===== src/rtl/axil_master_bridge.sv =====
// AXI4-lite initiator: single outstanding command, every AXI output registered.
// Optional watchdog compiled in with AXIL_MST_TIMEOUT_EN (limit TIMEOUT_CYCLES).
module axil_master_bridge #(
  parameter int ADDR_W         = 32,
  parameter int DATA_W         = 32,
  parameter int TIMEOUT_CYCLES = 256
) (
  input  logic                ACLK,
  input  logic                ARESET,
  input  logic                cmd_valid,
  output logic                cmd_ready,
  input  logic                cmd_write,
  input  logic [ADDR_W-1:0]   cmd_addr,
  input  logic [DATA_W-1:0]   cmd_wdata,
  input  logic [DATA_W/8-1:0] cmd_wstrb,
  output logic                rsp_valid,
  input  logic                rsp_ready,
  output logic                rsp_write,
  output logic [DATA_W-1:0]   rsp_rdata,
  output logic                rsp_err,
  output logic [ADDR_W-1:0]   AWADDR,
  output logic                AWVALID,
  input  logic                AWREADY,
  output logic [DATA_W-1:0]   WDATA,
  output logic [DATA_W/8-1:0] WSTRB,
  output logic                WVALID,
  input  logic                WREADY,
  input  logic                BVALID,
  output logic                BREADY,
  output logic [ADDR_W-1:0]   ARADDR,
  output logic                ARVALID,
  input  logic                ARREADY,
  input  logic [DATA_W-1:0]   RDATA,
  input  logic                RVALID,
  output logic                RREADY
);
  localparam int STRB_W = DATA_W / 8;

  typedef enum logic [2:0] {
    IDLE, WR_REQ, WR_RESP, RD_ADDR, RD_DATA, RSP
  } state_t;

  state_t              state_q, state_d;
  logic                cmd_ready_q, cmd_ready_d;
  logic                awvalid_q, awvalid_d;
  logic                wvalid_q, wvalid_d;
  logic                bready_q, bready_d;
  logic                arvalid_q, arvalid_d;
  logic                rready_q, rready_d;
  logic                aw_done_q, aw_done_d;
  logic                w_done_q, w_done_d;
  logic [ADDR_W-1:0]   awaddr_q, awaddr_d;
  logic [ADDR_W-1:0]   araddr_q, araddr_d;
  logic [DATA_W-1:0]   wdata_q, wdata_d;
  logic [STRB_W-1:0]   wstrb_q, wstrb_d;
  logic                rsp_valid_q, rsp_valid_d;
  logic                rsp_write_q, rsp_write_d;
  logic                rsp_err_q, rsp_err_d;
  logic [DATA_W-1:0]   rsp_rdata_q, rsp_rdata_d;
  logic                expire;
  logic                abort;

`ifdef AXIL_MST_TIMEOUT_EN
  localparam int CNT_W = $clog2(TIMEOUT_CYCLES + 1);
  logic [CNT_W-1:0] cnt_q, cnt_d;
  logic             busy;

  assign busy   = state_q inside {WR_REQ, WR_RESP, RD_ADDR, RD_DATA};
  assign expire = busy && (cnt_q == CNT_W'(TIMEOUT_CYCLES - 1));

  // Restart on every state change so each phase gets its own budget.
  always_comb begin
    cnt_d = cnt_q;
    if (state_d != state_q) cnt_d = '0;
    else if (busy)          cnt_d = cnt_q + CNT_W'(1);
  end

  always_ff @(posedge ACLK or posedge ARESET) begin
    if (ARESET) cnt_q <= '0;
    else        cnt_q <= cnt_d;
  end
`else
  assign expire = 1'b0;
`endif

  always_comb begin
    state_d     = state_q;
    awvalid_d   = awvalid_q;
    wvalid_d    = wvalid_q;
    bready_d    = bready_q;
    arvalid_d   = arvalid_q;
    rready_d    = rready_q;
    aw_done_d   = aw_done_q;
    w_done_d    = w_done_q;
    awaddr_d    = awaddr_q;
    araddr_d    = araddr_q;
    wdata_d     = wdata_q;
    wstrb_d     = wstrb_q;
    rsp_valid_d = rsp_valid_q;
    rsp_write_d = rsp_write_q;
    rsp_err_d   = rsp_err_q;
    rsp_rdata_d = rsp_rdata_q;
    abort       = 1'b0;
    unique case (state_q)
      IDLE: begin
        if (cmd_valid && cmd_ready_q) begin
          rsp_write_d = cmd_write;
          if (cmd_write) begin
            state_d   = WR_REQ;
            awvalid_d = 1'b1;
            wvalid_d  = 1'b1;
            awaddr_d  = cmd_addr;
            wdata_d   = cmd_wdata;
            wstrb_d   = cmd_wstrb;
            aw_done_d = 1'b0;
            w_done_d  = 1'b0;
          end else begin
            state_d   = RD_ADDR;
            arvalid_d = 1'b1;
            araddr_d  = cmd_addr;
          end
        end
      end
      WR_REQ: begin
        if (awvalid_q && AWREADY) begin
          awvalid_d = 1'b0;
          aw_done_d = 1'b1;
        end
        if (wvalid_q && WREADY) begin
          wvalid_d = 1'b0;
          w_done_d = 1'b1;
        end
        if (aw_done_d && w_done_d) state_d = WR_RESP;
        else if (expire)           abort   = 1'b1;
      end
      WR_RESP: begin
        bready_d = 1'b1;
        if (BVALID && bready_q) begin
          bready_d    = 1'b0;
          state_d     = RSP;
          rsp_valid_d = 1'b1;
          rsp_err_d   = 1'b0;
          rsp_rdata_d = '0;
        end else if (expire) begin
          abort = 1'b1;
        end
      end
      RD_ADDR: begin
        if (arvalid_q && ARREADY) begin
          arvalid_d = 1'b0;
          state_d   = RD_DATA;
        end else if (expire) begin
          abort = 1'b1;
        end
      end
      RD_DATA: begin
        rready_d = 1'b1;
        if (RVALID && rready_q) begin
          rready_d    = 1'b0;
          state_d     = RSP;
          rsp_valid_d = 1'b1;
          rsp_err_d   = 1'b0;
          rsp_rdata_d = RDATA;
        end else if (expire) begin
          abort = 1'b1;
        end
      end
      RSP: begin
        if (rsp_valid_q && rsp_ready) begin
          rsp_valid_d = 1'b0;
          state_d     = IDLE;
        end
      end
      default: state_d = IDLE;
    endcase
    if (abort) begin
      awvalid_d   = 1'b0;
      wvalid_d    = 1'b0;
      bready_d    = 1'b0;
      arvalid_d   = 1'b0;
      rready_d    = 1'b0;
      state_d     = RSP;
      rsp_valid_d = 1'b1;
      rsp_err_d   = 1'b1;
      rsp_rdata_d = '0;
    end
    cmd_ready_d = (state_d == IDLE);
  end

  always_ff @(posedge ACLK or posedge ARESET) begin
    if (ARESET) begin
      state_q     <= IDLE;
      cmd_ready_q <= 1'b0;
      awvalid_q   <= 1'b0;
      wvalid_q    <= 1'b0;
      bready_q    <= 1'b0;
      arvalid_q   <= 1'b0;
      rready_q    <= 1'b0;
      aw_done_q   <= 1'b0;
      w_done_q    <= 1'b0;
      awaddr_q    <= '0;
      araddr_q    <= '0;
      wdata_q     <= '0;
      wstrb_q     <= '0;
      rsp_valid_q <= 1'b0;
      rsp_write_q <= 1'b0;
      rsp_err_q   <= 1'b0;
      rsp_rdata_q <= '0;
    end else begin
      state_q     <= state_d;
      cmd_ready_q <= cmd_ready_d;
      awvalid_q   <= awvalid_d;
      wvalid_q    <= wvalid_d;
      bready_q    <= bready_d;
      arvalid_q   <= arvalid_d;
      rready_q    <= rready_d;
      aw_done_q   <= aw_done_d;
      w_done_q    <= w_done_d;
      awaddr_q    <= awaddr_d;
      araddr_q    <= araddr_d;
      wdata_q     <= wdata_d;
      wstrb_q     <= wstrb_d;
      rsp_valid_q <= rsp_valid_d;
      rsp_write_q <= rsp_write_d;
      rsp_err_q   <= rsp_err_d;
      rsp_rdata_q <= rsp_rdata_d;
    end
  end

  assign cmd_ready = cmd_ready_q;
  assign AWVALID   = awvalid_q;
  assign WVALID    = wvalid_q;
  assign BREADY    = bready_q;
  assign ARVALID   = arvalid_q;
  assign RREADY    = rready_q;
  assign AWADDR    = awaddr_q;
  assign ARADDR    = araddr_q;
  assign WDATA     = wdata_q;
  assign WSTRB     = wstrb_q;
  assign rsp_valid = rsp_valid_q;
  assign rsp_write = rsp_write_q;
  assign rsp_err   = rsp_err_q;
  assign rsp_rdata = rsp_rdata_q;
endmodule


===== config.mk =====
export PLATFORM = sky130hd
export DESIGN_NAME = axil_master_bridge
export DESIGN_NICKNAME = d
export VERILOG_FILES = /design/src/rtl/axil_master_bridge.sv
export SDC_FILE = /design/constraint.sdc
export NUM_CORES = 1
export LEC_CHECK = 0
export CORE_MARGIN = 2
export CORE_UTILIZATION = 45
export DETAILED_ROUTE_END_ITERATION = 12
export PLACE_DENSITY = 0.85
export SETUP_SLACK_MARGIN = 0.5
export SYNTH_ARGS = -nofsm -noshare
export SYNTH_HDL_FRONTEND = slang
export SYNTH_SLANG_ARGS = --single-unit

===== constraint.sdc =====
create_clock -name ACLK -period 6.9 [get_ports ACLK]
set_input_delay 1.035 -clock ACLK [delete_from_list [all_inputs] [get_ports ACLK]]
set_output_delay 1.035 -clock ACLK [all_outputs]
set_load 0.005 [all_outputs]

==> impl_results.md <==
- Ant. Diodes: 0
- Setup CP Type: input pin to flip-flop
- Die width: 116 microns
- CTS HTree Levels: 4
- Vias in the first global route: 4,274
- Die area: 0.0135 sq mm
- Synth Area in Adders: 0
- Startpoint types: input pin
- WP data required: 7190 ps
- Critical path peak fanout: 48
- EDFF count, synth: 0
- GRT Overall Usage: 0.224
- CTS tree: done
- Met1 Wirelength: 5.85 mm
- Clock Skew: 10.0 ps
- Total wire length: 14.7 mm
- Synth Cell Area: 0.00566 sq mm
- Max cap viols: 0
- Nets: 714
- Antenna Nets Post-Route: 0
- Initial DRC count: 180
- Slew headroom: 0.137
- Largest stage delay on the critical path: 640 ps
- Peak VDD IR: 0.146 mV
- Sink Count: 145
- Simple-Gate Fraction of Synth Area: 0.0290
- Vias: 3,971
- Avg WL per Cell: 18.7 microns
- Hold buffers post-CTS: 0
- Row count: 40
- Syn nets: 465
- Number of port buffers: 249
- Combinational family with the most area after synthesis: multiplexers
- PD cells: 212 mW/mm^2
- Post-Synth XOR/XNOR Area: 0
- Slowest library cell on the worst path: buf_4
- Clock Path Buffers: 2
- Beginning of the worst hold path: rsp_rdata[13]$_DFFE_PP0P_
- Cell chosen for the clock root: clkbuf_16
- Critical Path AT: 3320 ps
- Share of post-route cells with drive strength above 1: 0.225
- Core area: 0.0122 sq mm
- Mux cell area share after synthesis: 0.218
- Pin count of the biggest net entering global routing: 90
- Yosys reg bits: 145
- Sequential fraction of the synthesis area: 0.641
- Worst Setup EP: WDATA[18]$_DFFE_PP0P_
- Met3 wire len: 1.32 mm
- Area Overhead vs Synth: 55.6%
- DP Wirelength: 10.5 mm
- TNS Setup: 0 ps
- Max layer used: met4
- Die H: 116 microns
- Max-slew violation count: 0
- Final setup fails: 0
- Setup bufs post-CTS: 0
- Period minus WS final: 3030 ps
- Ports: 251
- Crit-path cells: clkdlybuf4s50_1 -> and4b_1 -> nand2_2 -> buf_4 -> mux2_2
- First-pass GRT wire length: 22.7 mm
- Synth warn: 0
- Post-Syn Instances: 355
- Avg Inst Size Synth: 15.9 sq um
- Worst-path clk slew: 60 ps
- R2r endpoint: WDATA[18]$_DFFE_PP0P_
- Area after DPL: 0.00820 sq mm
- Leakage: 4.09 nW
- Via density: 5.06
- Final worst-path cycle share: 0.439
- Status: completed
- Worst-skew pair later-pin latency: 410 ps
- Ys async rst share: 1.00
- Final Hold Violating Endpoints: 0
- Remaining Overflow, GRT: 0
- RSZ-0062 raised after global routing: no
- Crit. End Element: flip-flop
- Final instance area: 0.00880 sq mm
- Wire length on met2: 7.13 mm
- Worst Hold Class: flip-flop to flip-flop
- Pre-Repair DR Iteration Count: 4
- Starting Density: 0.465
- Drt drc: 0
- Critical path origin: cmd_valid
- CTS resizes: 0
- Gpl congestion: 0.827
- Initial antenna violation count: 0
- Total CTS buffers: 17
- R2R depth: 4
- Ys flop type: dfrtp_1
- Worst r2r src: state_q[0]$_DFF_PP0_
- Worst R2R Setup Slack: 4150 ps
- Synth Area in Compound Gates: 0.0754
- Yosys cell types: 32
- FMAX: 0.330 GHz
- Worst Max-Slew Pin Slew: 1290 ps
## registers in the layout, summed over array words and instances, names as in the netlist, 3 cells and up
signal / cells
ARADDR: 32
AWADDR: 32
WDATA: 32
rsp_rdata: 32
WSTRB: 4
state_q: 3
## report_power, final
| group | leakage, nW | internal (mW) | total, mW | switching (mW) |
|---|---|---|---|---|
| clock network | 0.298 | 0.593 | 0.932 | 0.339 |
| logic | 1.78 | 0.0555 | 0.0863 | 0.0308 |
| registers | 2.01 | 0.851 | 0.851 | 0 |
## worst min path at each step
stage,end,slack (ps),cells past startpoint
floorplan,rsp_rdata[0]$_DFFE_PP0P_,490,1
detailed placement,rsp_rdata[2]$_DFFE_PP0P_,480,1
global placement,rsp_rdata[18]$_DFFE_PP0P_,480,1
global route,rsp_rdata[8]$_DFFE_PP0P_,510,1
CTS,rsp_rdata[2]$_DFFE_PP0P_,500,1
finish,rsp_rdata[13]$_DFFE_PP0P_,500,1
## logic make-up after synthesis
group | after synthesis
buffers and inverters | 24
muxes | 100
AOI/OAI and AO/OA | 55
and+or+nand+nor | 30
other | 1
DFF | 145
## layout by cell type, fill, tap and decap left out
master	Yosys	layout
nand2_2	1	1
conb_1	1	1
buf_4	1	3
a21o_1	1	1
o21ai_0	6	6
a31oi_1	2	2
mux2_2	72	72
clkbuf_1	9	1
mux2_4	28	28
clkinv_2	0	6
inv_1	2	1
nor2b_1	1	1
clkinvlp_4	0	2
nor3_4	0	1
inv_6	0	1
nand2_1	9	9
and2b_1	1	1
nor3_1	1	1
o21a_1	2	2
clkdlybuf4s50_1	0	249
nor2_4	1	1
bufinv_16	0	3
a21oi_1	6	6
dfrtp_1	145	145
clkbuf_8	0	3
and4b_1	1	1
a311o_1	1	1
nand2b_1	3	3
clkbuf_16	0	17
a41oi_1	2	2
nor2b_4	1	1
a22o_1	33	33
nand3_1	3	3
o22ai_1	1	1
nor2_1	7	7
o2111ai_1	1	1
## per-layer routing
layer | vias to the layer above | global-route usage
li1 | 1775 | -
met5 | - | 0
met4 | 0 | 0.102
met3 | 27 | 0.0939
met2 | 191 | 0.358
met1 | 1978 | 0.265
## cells in the mapped netlist, types with 2 or more instances
cell | instances | area [sq um]
dfrtp_1 | 145 | 3630
mux2_2 | 72 | 811
a22o_1 | 33 | 289
mux2_4 | 28 | 420
buf_6 | 9 | 101
clkbuf_1 | 9 | 33.8
nand2_1 | 9 | 33.8
nor2_1 | 7 | 26.3
a21oi_1 | 6 | 30.0
o21ai_0 | 6 | 30.0
nand2b_1 | 3 | 18.8
nand3_1 | 3 | 15.0
a31oi_1 | 2 | 12.5
a41oi_1 | 2 | 17.5
buf_12 | 2 | 40.0
inv_1 | 2 | 7.51
o21a_1 | 2 | 15.0
## cell type report
class | count | area, sq um
Clock buffer | 21 | 470
Clock inverter | 11 | 135
Fill cell | 823 | 3360
Inverter | 2 | 12.5
Multi-Input combinational cell | 186 | 1830
Sequential cell | 145 | 3630
Tap cell | 168 | 210
Timing Repair Buffer | 252 | 2510
## worst max-delay path: cells and delay by family
family                 cells  cell delay [ps]
and+or+nand+nor            2              780
buffers and inverters      2             1060
muxes                      1              410
## per-stage QoR
step | util | hold WS [ps] | power (mW) | worst slack (ps) | std cells
2_1_floorplan | - | 490 | 0.881 | 1970 | 355
3_3_place_gp | 0.674 | 485 | 0.951 | 3530 | 753
3_5_place_dp | 0.674 | 480 | 0.953 | 3460 | 753
4_1_cts | 0.724 | 502 | 1.88 | 3900 | 785
5_1_grt | 0.724 | 514 | 1.94 | 3780 | 785
6_report | 0.724 | 499 | 1.87 | 3870 | 785
No activity file was read; power rests on OpenSTA's default activity.
